File: config.mk
export PLATFORM = sky130hd
export DESIGN_NAME = hazard_ctrl
export DESIGN_NICKNAME = d
export VERILOG_FILES = /design/src/rtl/pipeline_pkg.sv /design/src/rtl/hazard_ctrl_fwd_unit.sv /design/src/rtl/hazard_ctrl.sv
export SDC_FILE = /design/constraint.sdc
export NUM_CORES = 1
export LEC_CHECK = 0
export CORE_MARGIN = 4
export CORE_UTILIZATION = 51
export CTS_CLUSTER_SIZE = 14
export DETAILED_ROUTE_END_ITERATION = 10
export DONT_BUFFER_PORTS = 1
export PLACE_DENSITY_LB_ADDON = 0.25
export SYNTH_ARGS = -nofsm -noshare
export SYNTH_HDL_FRONTEND = slang
export SYNTH_HIERARCHICAL = 1
export SYNTH_SLANG_ARGS = --single-unit
File: constraint.sdc
create_clock -name clk -period 2.1 [get_ports clk]
set_clock_uncertainty 0.15 [all_clocks]
set_input_delay 0.21 -clock clk [delete_from_list [all_inputs] [get_ports clk]]
set_output_delay 0.21 -clock clk [all_outputs]
set_load 0.1 [all_outputs]
File: src/rtl/pipeline_pkg.sv
// Shared pipeline-control definitions.
//   state_t         : hazard controller FSM states
//   FWD_RF/W/M      : forwarding mux select encodings
//   RESULT_SRC_LOAD : E_result_src value marking a load in execute
package pipeline_pkg;

    typedef enum logic [1:0] {
        RUN      = 2'd0,
        MEM_WAIT = 2'd1,
        DIV_WAIT = 2'd2
    } state_t;

    localparam logic [1:0] FWD_RF = 2'b00;
    localparam logic [1:0] FWD_W  = 2'b01;
    localparam logic [1:0] FWD_M  = 2'b10;

    localparam logic [1:0] RESULT_SRC_LOAD = 2'b01;

endpackage

File: src/rtl/hazard_ctrl_fwd_unit.sv
// Forwarding select for one execute-stage source operand.
// Ports:
//   rs                      : execute-stage source register
//   M_rd, M_RegWrite        : memory-stage destination / write enable
//   W_rd, W_RegWrite        : write-back-stage destination / write enable
//   sel                     : FWD_M, FWD_W or FWD_RF
// The memory stage wins because it holds the younger result; x0 never forwards.
module fwd_unit
    import pipeline_pkg::*;
(
    input  logic [4:0] rs,
    input  logic [4:0] M_rd,
    input  logic       M_RegWrite,
    input  logic [4:0] W_rd,
    input  logic       W_RegWrite,
    output logic [1:0] sel
);

    always_comb begin
        sel = FWD_RF;
        if (M_RegWrite && (M_rd != 5'd0) && (M_rd == rs))
            sel = FWD_M;
        else if (W_RegWrite && (W_rd != 5'd0) && (W_rd == rs))
            sel = FWD_W;
    end

endmodule

File: src/rtl/hazard_ctrl.sv
// Pipeline hazard controller: stage enables, bubble flushes, operand
// forwarding selects and a saturating count of frozen-front-end cycles.
// Ports:
//   clk, rst                       : clock, synchronous active-high reset
//   D_rs1/D_rs2                    : decode source regs
//   E_rs1/E_rs2/E_rd, E_result_src : execute regs, load marker
//   E_pc_src                       : taken branch/jump in execute
//   E_div_start, div_done          : multi-cycle divide handshake
//   M_rd/W_rd, M_RegWrite/W_RegWrite : forwarding sources
//   M_mem_req, mem_ready           : data memory handshake
//   F_en..M_W_en                   : stage-register enables
//   F_D_flush, D_E_flush, M_W_flush : bubble inserts
//   fwd_a, fwd_b                   : operand forwarding selects
//   stall_cycles                   : saturating stall counter
module hazard_ctrl
    import pipeline_pkg::*;
#(
    parameter int DATA_WIDTH = 32,
    parameter int CNT_WIDTH  = 16
) (
    input  logic                 clk,
    input  logic                 rst,
    input  logic [4:0]           D_rs1,
    input  logic [4:0]           D_rs2,
    input  logic [4:0]           E_rs1,
    input  logic [4:0]           E_rs2,
    input  logic [4:0]           E_rd,
    input  logic [1:0]           E_result_src,
    input  logic                 E_pc_src,
    input  logic                 E_div_start,
    input  logic                 div_done,
    input  logic [4:0]           M_rd,
    input  logic [4:0]           W_rd,
    input  logic                 M_RegWrite,
    input  logic                 W_RegWrite,
    input  logic                 M_mem_req,
    input  logic                 mem_ready,
    output logic                 F_en,
    output logic                 F_D_en,
    output logic                 D_E_en,
    output logic                 E_M_en,
    output logic                 M_W_en,
    output logic                 F_D_flush,
    output logic                 D_E_flush,
    output logic                 M_W_flush,
    output logic [1:0]           fwd_a,
    output logic [1:0]           fwd_b,
    output logic [CNT_WIDTH-1:0] stall_cycles
);

    // DATA_WIDTH only exists so every pipeline block instantiates alike.
    if (DATA_WIDTH > 0) begin : g_data_width_ok
    end

    state_t state, state_next;
    logic   mem_miss, load_use, ctl_check;
    logic [1:0] sel_a, sel_b;

    assign mem_miss = M_mem_req && !mem_ready;
    assign load_use = (E_result_src == RESULT_SRC_LOAD) && (E_rd != 5'd0) &&
                      ((E_rd == D_rs1) || (E_rd == D_rs2));

    fwd_unit u_fwd_a (
        .rs(E_rs1), .M_rd(M_rd), .M_RegWrite(M_RegWrite),
        .W_rd(W_rd), .W_RegWrite(W_RegWrite), .sel(sel_a)
    );
    fwd_unit u_fwd_b (
        .rs(E_rs2), .M_rd(M_rd), .M_RegWrite(M_RegWrite),
        .W_rd(W_rd), .W_RegWrite(W_RegWrite), .sel(sel_b)
    );

    assign fwd_a = rst ? FWD_RF : sel_a;
    assign fwd_b = rst ? FWD_RF : sel_b;

    always_ff @(posedge clk) begin
        if (rst)
            state <= RUN;
        else
            state <= state_next;
    end

    always_comb begin
        state_next = state;
        F_en       = 1'b1;
        F_D_en     = 1'b1;
        D_E_en     = 1'b1;
        E_M_en     = 1'b1;
        M_W_en     = 1'b1;
        F_D_flush  = 1'b0;
        D_E_flush  = 1'b0;
        M_W_flush  = 1'b0;
        ctl_check  = 1'b0;
        if (!rst) begin
            case (state)
                RUN: begin
                    if (mem_miss) begin
                        {F_en, F_D_en, D_E_en, E_M_en, M_W_en} = 5'b00000;
                        M_W_flush  = 1'b1;
                        state_next = MEM_WAIT;
                    end else if (E_div_start) begin
                        {F_en, F_D_en, D_E_en, E_M_en} = 4'b0000;
                        M_W_flush  = 1'b1;
                        state_next = DIV_WAIT;
                    end else begin
                        ctl_check = 1'b1;
                    end
                end
                MEM_WAIT: begin
                    if (mem_ready) begin
                        state_next = RUN;
                        ctl_check  = 1'b1;
                    end else begin
                        {F_en, F_D_en, D_E_en, E_M_en, M_W_en} = 5'b00000;
                        M_W_flush = 1'b1;
                    end
                end
                DIV_WAIT: begin
                    if (div_done) begin
                        state_next = RUN;
                        ctl_check  = 1'b1;
                    end else begin
                        // Write-back keeps draining; the bubble stops the
                        // retiring instruction from writing back twice.
                        {F_en, F_D_en, D_E_en, E_M_en} = 4'b0000;
                        M_W_flush = 1'b1;
                    end
                end
                default: state_next = RUN;
            endcase

            // A taken branch squashes the load's consumer anyway, so it
            // overrides the load-use stall.
            if (ctl_check) begin
                if (E_pc_src) begin
                    F_D_flush = 1'b1;
                    D_E_flush = 1'b1;
                end else if (load_use) begin
                    F_en      = 1'b0;
                    F_D_en    = 1'b0;
                    D_E_flush = 1'b1;
                end
            end
        end
    end

    always_ff @(posedge clk) begin
        if (rst)
            stall_cycles <= '0;
        else if (!F_en && (stall_cycles != {CNT_WIDTH{1'b1}}))
            stall_cycles <= stall_cycles + 1'b1;
    end

endmodule
==> results.rst, run 1 <==
.. list-table::
   :header-rows: 1

   * - Metric
     - Value
   * - Peak supply drop
     - 0.000325 V
   * - Power Density
     - 404 mW/mm²
   * - Min Tclk post-route
     - 2.27 ns
   * - Register area share after synthesis
     - 0.236
   * - Internal power component
     - 0.558 mW
   * - Max FO, Critical Path
     - 4
   * - Setup TNS
     - -1.02 ns
   * - Post-DR vias/cell
     - 6.70
   * - Part of the power in the clock network
     - 0.201
   * - Core Box Area
     - 0.00281 mm²
   * - Post-synthesis instance total
     - 185
   * - Antenna fix cells
     - 0
   * - Gp weighted congestion
     - 0.783
   * - Fraction of post-synthesis cell area in the top cell type by area
     - 0.236
   * - Total die area
     - 0.00394 mm²
   * - Site Rows
     - 19
   * - Final Max Slew Viols
     - 0
   * - Biggest cell delay along the critical path
     - 0.38 ns
   * - Yosys top cell by area
     - sky130_fd_sc_hd__dfxtp_1
   * - Top-count cell post-synth
     - sky130_fd_sc_hd__xnor2_1
   * - Kind of end point of the critical path
     - output port
   * - Hpwl dp
     - 3540 µm
   * - Number of DRC markers after the initial detailed-route iteration
     - 116
   * - Failing checks
     - negative setup slack
   * - Gr ovfl total
     - 0
   * - Part of the cycle the worst path needs
     - 1.08
   * - Top flip-flop cell by instance count after synthesis
     - sky130_fd_sc_hd__dfxtp_1
   * - Clock H-tree levels
     - 1
   * - EDFF count, synth
     - 0
   * - Fraction of power spent switching nets
     - 0.392
   * - Skew-Pair Late Insertion Delay
     - 0.30 ns
   * - Run status
     - finished, violations left
   * - Seq pwr share
     - 0.375
   * - Number of clock sinks
     - 18
   * - Setup repair after global routing missed its margin
     - yes
   * - Asr flop ratio synth
     - 0
   * - Number of global-route vias before repair
     - 1753
   * - Met1 WL
     - 1990 µm
   * - Total Wirelength
     - 5190 µm
   * - Count of buffers inserted at the top-level ports
     - 0
   * - Worst Hold Margin
     - 0.0271 ns
   * - Synth-to-Final Area Change
     - 48.7%
   * - Logic gate share of total power
     - 0.424
   * - Initial Util
     - 0.545
   * - Routed Antenna Nets
     - 0
   * - Startpoint type of the worst setup path
     - flip-flop
   * - List of most frequent post-synthesis cells
     - sky130_fd_sc_hd__xnor2_1 (20), sky130_fd_sc_hd__dfxtp_1 (18), sky130_fd_sc_hd__nand2_1 (17)
   * - DR vias
     - 1689
   * - Total length of routed met3 wires
     - 404 µm
   * - Max_slew headroom
     - 0.508
   * - First-pass GRT wire length
     - 8440 µm
   * - Util after Layout
     - 0.810
   * - CTS root buf
     - sky130_fd_sc_hd__clkbuf_4
   * - Met2 wire length
     - 2560 µm
   * - Type of the worst setup path
     - reg -> out
   * - Number of different library cells in the post-synthesis netlist
     - 47
   * - Syn_nets
     - 232
   * - Number of violations of the max-capacitance limit
     - 0
   * - Average detailed-routed wire length per instance
     - 20.6 µm
   * - Share of cells above drive strength 1
     - 0.525
   * - PnR worst setup slack
     - -0.174 ns
   * - Count of final hold-check violations
     - 0
   * - Post-Synthesis Mean Instance Area
     - 8.26 µm²
   * - Worst path cell trace
     - or3_1, a21o_1, nand3_4, inv_12, a41oi_4, buf_12, buf_12
   * - Switching power
     - 0.359 mW
   * - Clock tree from TritonCTS
     - yes
   * - Pin count of the biggest net entering global routing
     - 19
   * - Yosys reg bits
     - 18
   * - Die width
     - 62.7 µm
   * - Top-Level Pins
     - 74
   * - Highest Signal Layer
     - met4
   * - Number of buffers created by CTS
     - 3
   * - Most common cell on crit path
     - sky130_fd_sc_hd__buf_12
   * - Global-route usage over all layers
     - 0.260
   * - Total Nets Final
     - 269
   * - DRC violations left
     - 0
   * - Synthesis warning total
     - 6
   * - F_max
     - 440 MHz
   * - Critical Path AT
     - 1.91 ns
   * - Final setup vio count
     - 13
   * - Die Y-Extent
     - 62.7 µm
   * - Clk slew on worst S/H paths
     - 0.11 ns
   * - Cell Area, Synth
     - 0.00153 mm²
   * - Crit path max-delay cell type
     - sky130_fd_sc_hd__dfxtp_4
   * - Synth top area cells
     - sky130_fd_sc_hd__dfxtp_1 (24%), sky130_fd_sc_hd__xnor2_1 (11%), sky130_fd_sc_hd__or4_1 (5.9%), sky130_fd_sc_hd__o31ai_1 (4.9%), sky130_fd_sc_hd__a21oi_1 (4.6%)
   * - Non-filler instance count after layout
     - 252
   * - Length of the first detailed-routing pass in iterations
     - 4
   * - Initial antenna violation count
     - 0
   * - Slew of the pin with the lowest slew margin
     - 0.738 ns
   * - Standby leakage power
     - 0.770 nW
   * - Clock tree buffer depth
     - 2
   * - Min-delay worst type
     - in -> reg
   * - Placed insts
     - 236
   * - Crit path required time
     - 1.74 ns
flip-flops by register name (all words and copies together) (netlist names):
signal	count
stall_cycles	16
state	2
path summary, 6_finish.rpt:
path	start	end	slack [ns]	cells past startpoint
setup / recovery	state[1]	F_en	-0.17	7
hold / removal	E_div_start	state[1]	0.03	3
setup reg to reg	state[1]	stall_cycles[15]	-0.08	9
hold reg to reg	state[0]	state[1]	0.34	1
kinds of logic (layout without fill, tap and decap cells):
| kind of cell | Yosys count | in the layout | synth area share |
|---|---|---|---|
| and+or+nand+nor | 79 | 79 | 0.302 |
| xor gates and xnor gates | 26 | 26 | 0.149 |
| buffers and inverters | 17 | 53 | 0.0713 |
| muxes | 2 | 2 | 0.0139 |
| AOI/OAI and AO/OA | 42 | 42 | 0.219 |
| DFF | 18 | 18 | 0.236 |
| adders and majority gates | 1 | 1 | 0.00819 |
worst max-delay path: cells and delay by family (launching register included):
kind / cells / cell delay, ns
AOI/OAI and AO/OA: 2 / 0.42
buffers and inverters: 3 / 0.36
and+or+nand+nor: 2 / 0.44
DFF: 1 / 0.38
power groups by stage:
stage | Sequential (mW) | Clock [mW] | Combinational, mW
floorplan | 0.375 | 0 | 0.268
global placement | 0.351 | 0 | 0.317
detailed placement | 0.352 | 0 | 0.325
CTS | 0.344 | 0.183 | 0.360
global route | 0.345 | 0.199 | 0.407
finish | 0.344 | 0.184 | 0.389
metrics by stage:
step | setup WS [ns] | total power, mW | area [µm²]
finish | -0.174 | 0.917 | 2270
global route | -0.222 | 0.951 | 2270
CTS | -0.146 | 0.887 | 2140
detailed placement | 0.0424 | 0.677 | 2010
global placement | 0.116 | 0.667 | 2010
floorplan | -0.320 | 0.643 | 1760
per-layer routing:
layer / vias up / GRT usage
met5: - / 0
met4: 0 / 0.135
met3: 23 / 0.0558
met2: 95 / 0.450
met1: 805 / 0.298
li1: 766 / -
layout make-up:
class / instances / area [µm²]
Clock inverter: 1 / 3.75
Fill cell: 168 / 533
Sequential cell: 18 / 410
Multi-Input combinational cell: 150 / 1290
Clock buffer: 3 / 22.5
Tap cell: 31 / 38.8
Inverter: 6 / 35.0
Timing Repair Buffer: 43 / 470
cells in the final DEF (no fill, tap or decap), types with 3 or more instances in the layout:
cell and instances:
sky130_fd_sc_hd__nor3_1 5, sky130_fd_sc_hd__or4_1 4, sky130_fd_sc_hd__clkbuf_4 3, sky130_fd_sc_hd__buf_4 28, sky130_fd_sc_hd__inv_1 4, sky130_fd_sc_hd__dfxtp_4 11, sky130_fd_sc_hd__nor3_2 3, sky130_fd_sc_hd__or4_4 8
sky130_fd_sc_hd__dfxtp_2 7, sky130_fd_sc_hd__o31ai_2 8, sky130_fd_sc_hd__nor2b_2 4, sky130_fd_sc_hd__dlygate4sd3_1 3, sky130_fd_sc_hd__nand3_1 10, sky130_fd_sc_hd__nand2_1 16, sky130_fd_sc_hd__o41ai_2 4, sky130_fd_sc_hd__xor2_1 6
sky130_fd_sc_hd__nor2_1 4, sky130_fd_sc_hd__nand4_1 5, sky130_fd_sc_hd__a21oi_1 6, sky130_fd_sc_hd__buf_12 7, sky130_fd_sc_hd__xnor2_1 20, sky130_fd_sc_hd__a21oi_2 8
repair_timing:
| action | in CTS | in global routing |
|---|---|---|
| buffers inserted | 4 | 4 |
| gates cloned | 1 | 0 |
| resized for setup | 1 | 27 |
| setup endpoints to repair | 4 | 21 |
| hold buffers | 4 | 0 |
| pin swaps | 3 | 4 |
| hold endpoints to repair | 13 | 0 |
(Power assumes the default switching activity.)
==> inputs of run 2 (changes only) <==
--- a/config.mk
+++ b/config.mk
@@ -5,12 +5,14 @@
 export SDC_FILE = /design/constraint.sdc
 export NUM_CORES = 1
 export LEC_CHECK = 0
+export CAP_MARGIN = 10
 export CORE_MARGIN = 4
 export CORE_UTILIZATION = 51
 export CTS_CLUSTER_SIZE = 14
 export DETAILED_ROUTE_END_ITERATION = 10
 export DONT_BUFFER_PORTS = 1
 export PLACE_DENSITY_LB_ADDON = 0.25
+export REMOVE_ABC_BUFFERS = 1
 export SYNTH_ARGS = -nofsm -noshare
 export SYNTH_HDL_FRONTEND = slang
 export SYNTH_HIERARCHICAL = 1
==> run 2 against run 1 <==
The run still ends with negative setup slack left; non-clock buffer count rose by 1; worst hold slack got worse by 0.0045 ns; wire length down 11%; critical path depth did not move; first-iteration DRC count down 14%; sequential cell count did not move; core utilization down 6.9 points; global-route usage down 3.6 points; count of clock-buffer cells in the layout grew 1; cell area decreased by 8.5%; worst setup slack better by 0.061 ns.
==> results.rst, run 2 (synthesized netlist as in run 1, its figures left out) <==
.. list-table::
   :header-rows: 1

   * - Metric
     - Value
   * - Run status
     - finished, violations left
   * - Failing checks
     - negative setup slack
   * - R2R cell count
     - 10
   * - Hpwl dp
     - 3270 µm
   * - Global-route usage over all layers
     - 0.224
   * - Max_slew headroom
     - 0.552
   * - Initial Util
     - 0.545
   * - Final setup vio count
     - 4
   * - Critical Path AT
     - 1.85 ns
   * - Biggest cell delay along the critical path
     - 0.36 ns
   * - Peak supply drop
     - 0.000469 V
   * - Most common cell after layout, fill and taps aside
     - sky130_fd_sc_hd__buf_4
   * - Crit path max-delay cell type
     - sky130_fd_sc_hd__dfxtp_4
   * - Clk slew on worst S/H paths
     - 0.10 ns
   * - Dpl ws
     - 0.0403 ns
   * - Clock H-tree levels
     - 1
   * - Number of DRC markers after the initial detailed-route iteration
     - 100
   * - Total Wirelength
     - 4620 µm
   * - DRC violations left
     - 0
   * - Stages on the worst setup path
     - 7
   * - Count of final hold-check violations
     - 0
   * - Post-DR vias/cell
     - 6.59
   * - Number of buffers created by CTS
     - 3
   * - Cell depth of the worst hold path
     - 3
   * - Worst flop-to-flop path startpoint
     - state[1]
   * - Power Density
     - 450 mW/mm²
   * - Top-Level Pins
     - 74
   * - Slew of the pin with the lowest slew margin
     - 0.671 ns
   * - Largest delay share family, worst path
     - simple AND/OR/NAND/NOR gates
   * - Gr ovfl total
     - 0
   * - Type of the worst setup path
     - reg -> out
   * - Count of buffers inserted at the top-level ports
     - 0
   * - Most common cell on crit path
     - sky130_fd_sc_hd__buf_12
   * - Total die area
     - 0.00394 mm²
   * - Antenna fix cells
     - 0
   * - Crit path required time
     - 1.74 ns
   * - Setup repair after global routing missed its margin
     - yes
   * - Number of global-route vias before repair
     - 1698
   * - Post-Layout Inst Area
     - 0.00208 mm²
   * - Core Box Area
     - 0.00281 mm²
   * - Commonest cells after routing, fill and taps aside
     - sky130_fd_sc_hd__buf_4 (31), sky130_fd_sc_hd__xnor2_1 (20), sky130_fd_sc_hd__nand2_1 (16), sky130_fd_sc_hd__dfxtp_1 (16), sky130_fd_sc_hd__nand3_1 (11)
   * - Min-delay worst type
     - in -> reg
   * - Final Max Slew Viols
     - 0
   * - Initial antenna violation count
     - 0
   * - Pin count of the biggest net entering global routing
     - 19
   * - DR vias
     - 1667
   * - Kind of end point of the critical path
     - output port
   * - Placed Area
     - 0.00180 mm²
   * - First-pass GRT wire length
     - 7420 µm
   * - Die width
     - 62.7 µm
   * - Util after Layout
     - 0.741
   * - Standby leakage power
     - 0.739 nW
   * - Startpoint type of the worst setup path
     - flip-flop
   * - Biggest register
     - stall_cycles
   * - PnR worst setup slack
     - -0.113 ns
   * - Total Nets Final
     - 270
   * - Synth-to-Final Area Change
     - 36.1%
   * - Worst path cell trace
     - or3_4, a21o_1, nand3_2, inv_2, a41oi_4, buf_12, buf_12
   * - CTS root buf
     - sky130_fd_sc_hd__clkbuf_4
   * - Min Tclk post-route
     - 2.21 ns
   * - Die Y-Extent
     - 62.7 µm
   * - F_max
     - 452 MHz
   * - Length of the first detailed-routing pass in iterations
     - 4
   * - Gp weighted congestion
     - 0.843
   * - Routed Antenna Nets
     - 0
   * - Share of cells above drive strength 1
     - 0.365
   * - Number of violations of the max-capacitance limit
     - 0
   * - Max FO, Critical Path
     - 4
   * - Number of clock sinks
     - 18
   * - Skew-Pair Late Insertion Delay
     - 0.29 ns
   * - CP Buf/Inv Count
     - 3
   * - Worst min-delay path startpoint
     - E_div_start
   * - Site Rows
     - 19
   * - Average detailed-routed wire length per instance
     - 18.3 µm
   * - Clock tree from TritonCTS
     - yes
   * - Largest register FFs
     - 16
   * - Part of the cycle the worst path needs
     - 1.05
   * - Clock tree buffer depth
     - 2
   * - Largest registers
     - stall_cycles (16), state (2)
   * - Crit path from
     - state[1]
   * - Overall power
     - 0.936 mW
[run 2: cell count changes in the layout (fill, tap and decap cells not counted), sizes merged]
cell / delta
clkbuf: +3
buf: -1
clkinv: -1
[run 2: tightest hold or removal path: cells and delay by family]
kind,cells,cell delay [ns]
AOI/OAI and AO/OA,1,0.05
muxes,1,0.14
and+or+nand+nor,1,0.03
[run 2: path summary, 6_finish.rpt]
kind	end	slack (ns)
worst min-delay path	state[1]	0.02
worst max register to register	stall_cycles[1]	0
worst min register to register	state[1]	0.34
worst max-delay path	F_en	-0.11
[run 2: what timing repair did]
action                                 in CTS  in global routing
setup endpoints to repair                   4                 23
gates cloned                                1                  1
pin swaps                                  10                 10
gates resized for setup                     6                 23
hold buffers                                4                  0
endpoints found under the hold margin      14                  0
setup buffers                               6                  2
[run 2: where the power goes]
part / switching, mW / internal [mW]
Combinational: 0.226 / 0.147
Clock: 0.106 / 0.106
Sequential: 0.00482 / 0.347
Total: 0.337 / 0.599
[run 2: per-layer routing]
layer  GRT usage  routed length, µm
met3      0.0881                614
met5           0                  0
met4      0.0413                 30
met1       0.255               1690
met2       0.395               2280
[run 2: cell type report]
type / count / area [µm²]
fillers: 190 / 726
inverters: 6 / 22.5
flip-flops and latches: 18 / 365
well taps: 31 / 38.8
repair buffers: 44 / 453
multi-input cells: 150 / 1160
clock buffers: 4 / 36.3
[run 2: stage by stage]
stage | hold slack [ns] | TNS (ns) | std cells
6_report | 0.0226 | -0.236 | 253
5_1_grt | 0.0391 | -0.951 | 253
4_1_cts | 0.0251 | -0.603 | 252
3_5_place_dp | 0.134 | 0 | 237
3_3_place_gp | 0.132 | 0 | 237
2_1_floorplan | 0.129 | -43.70 | 174
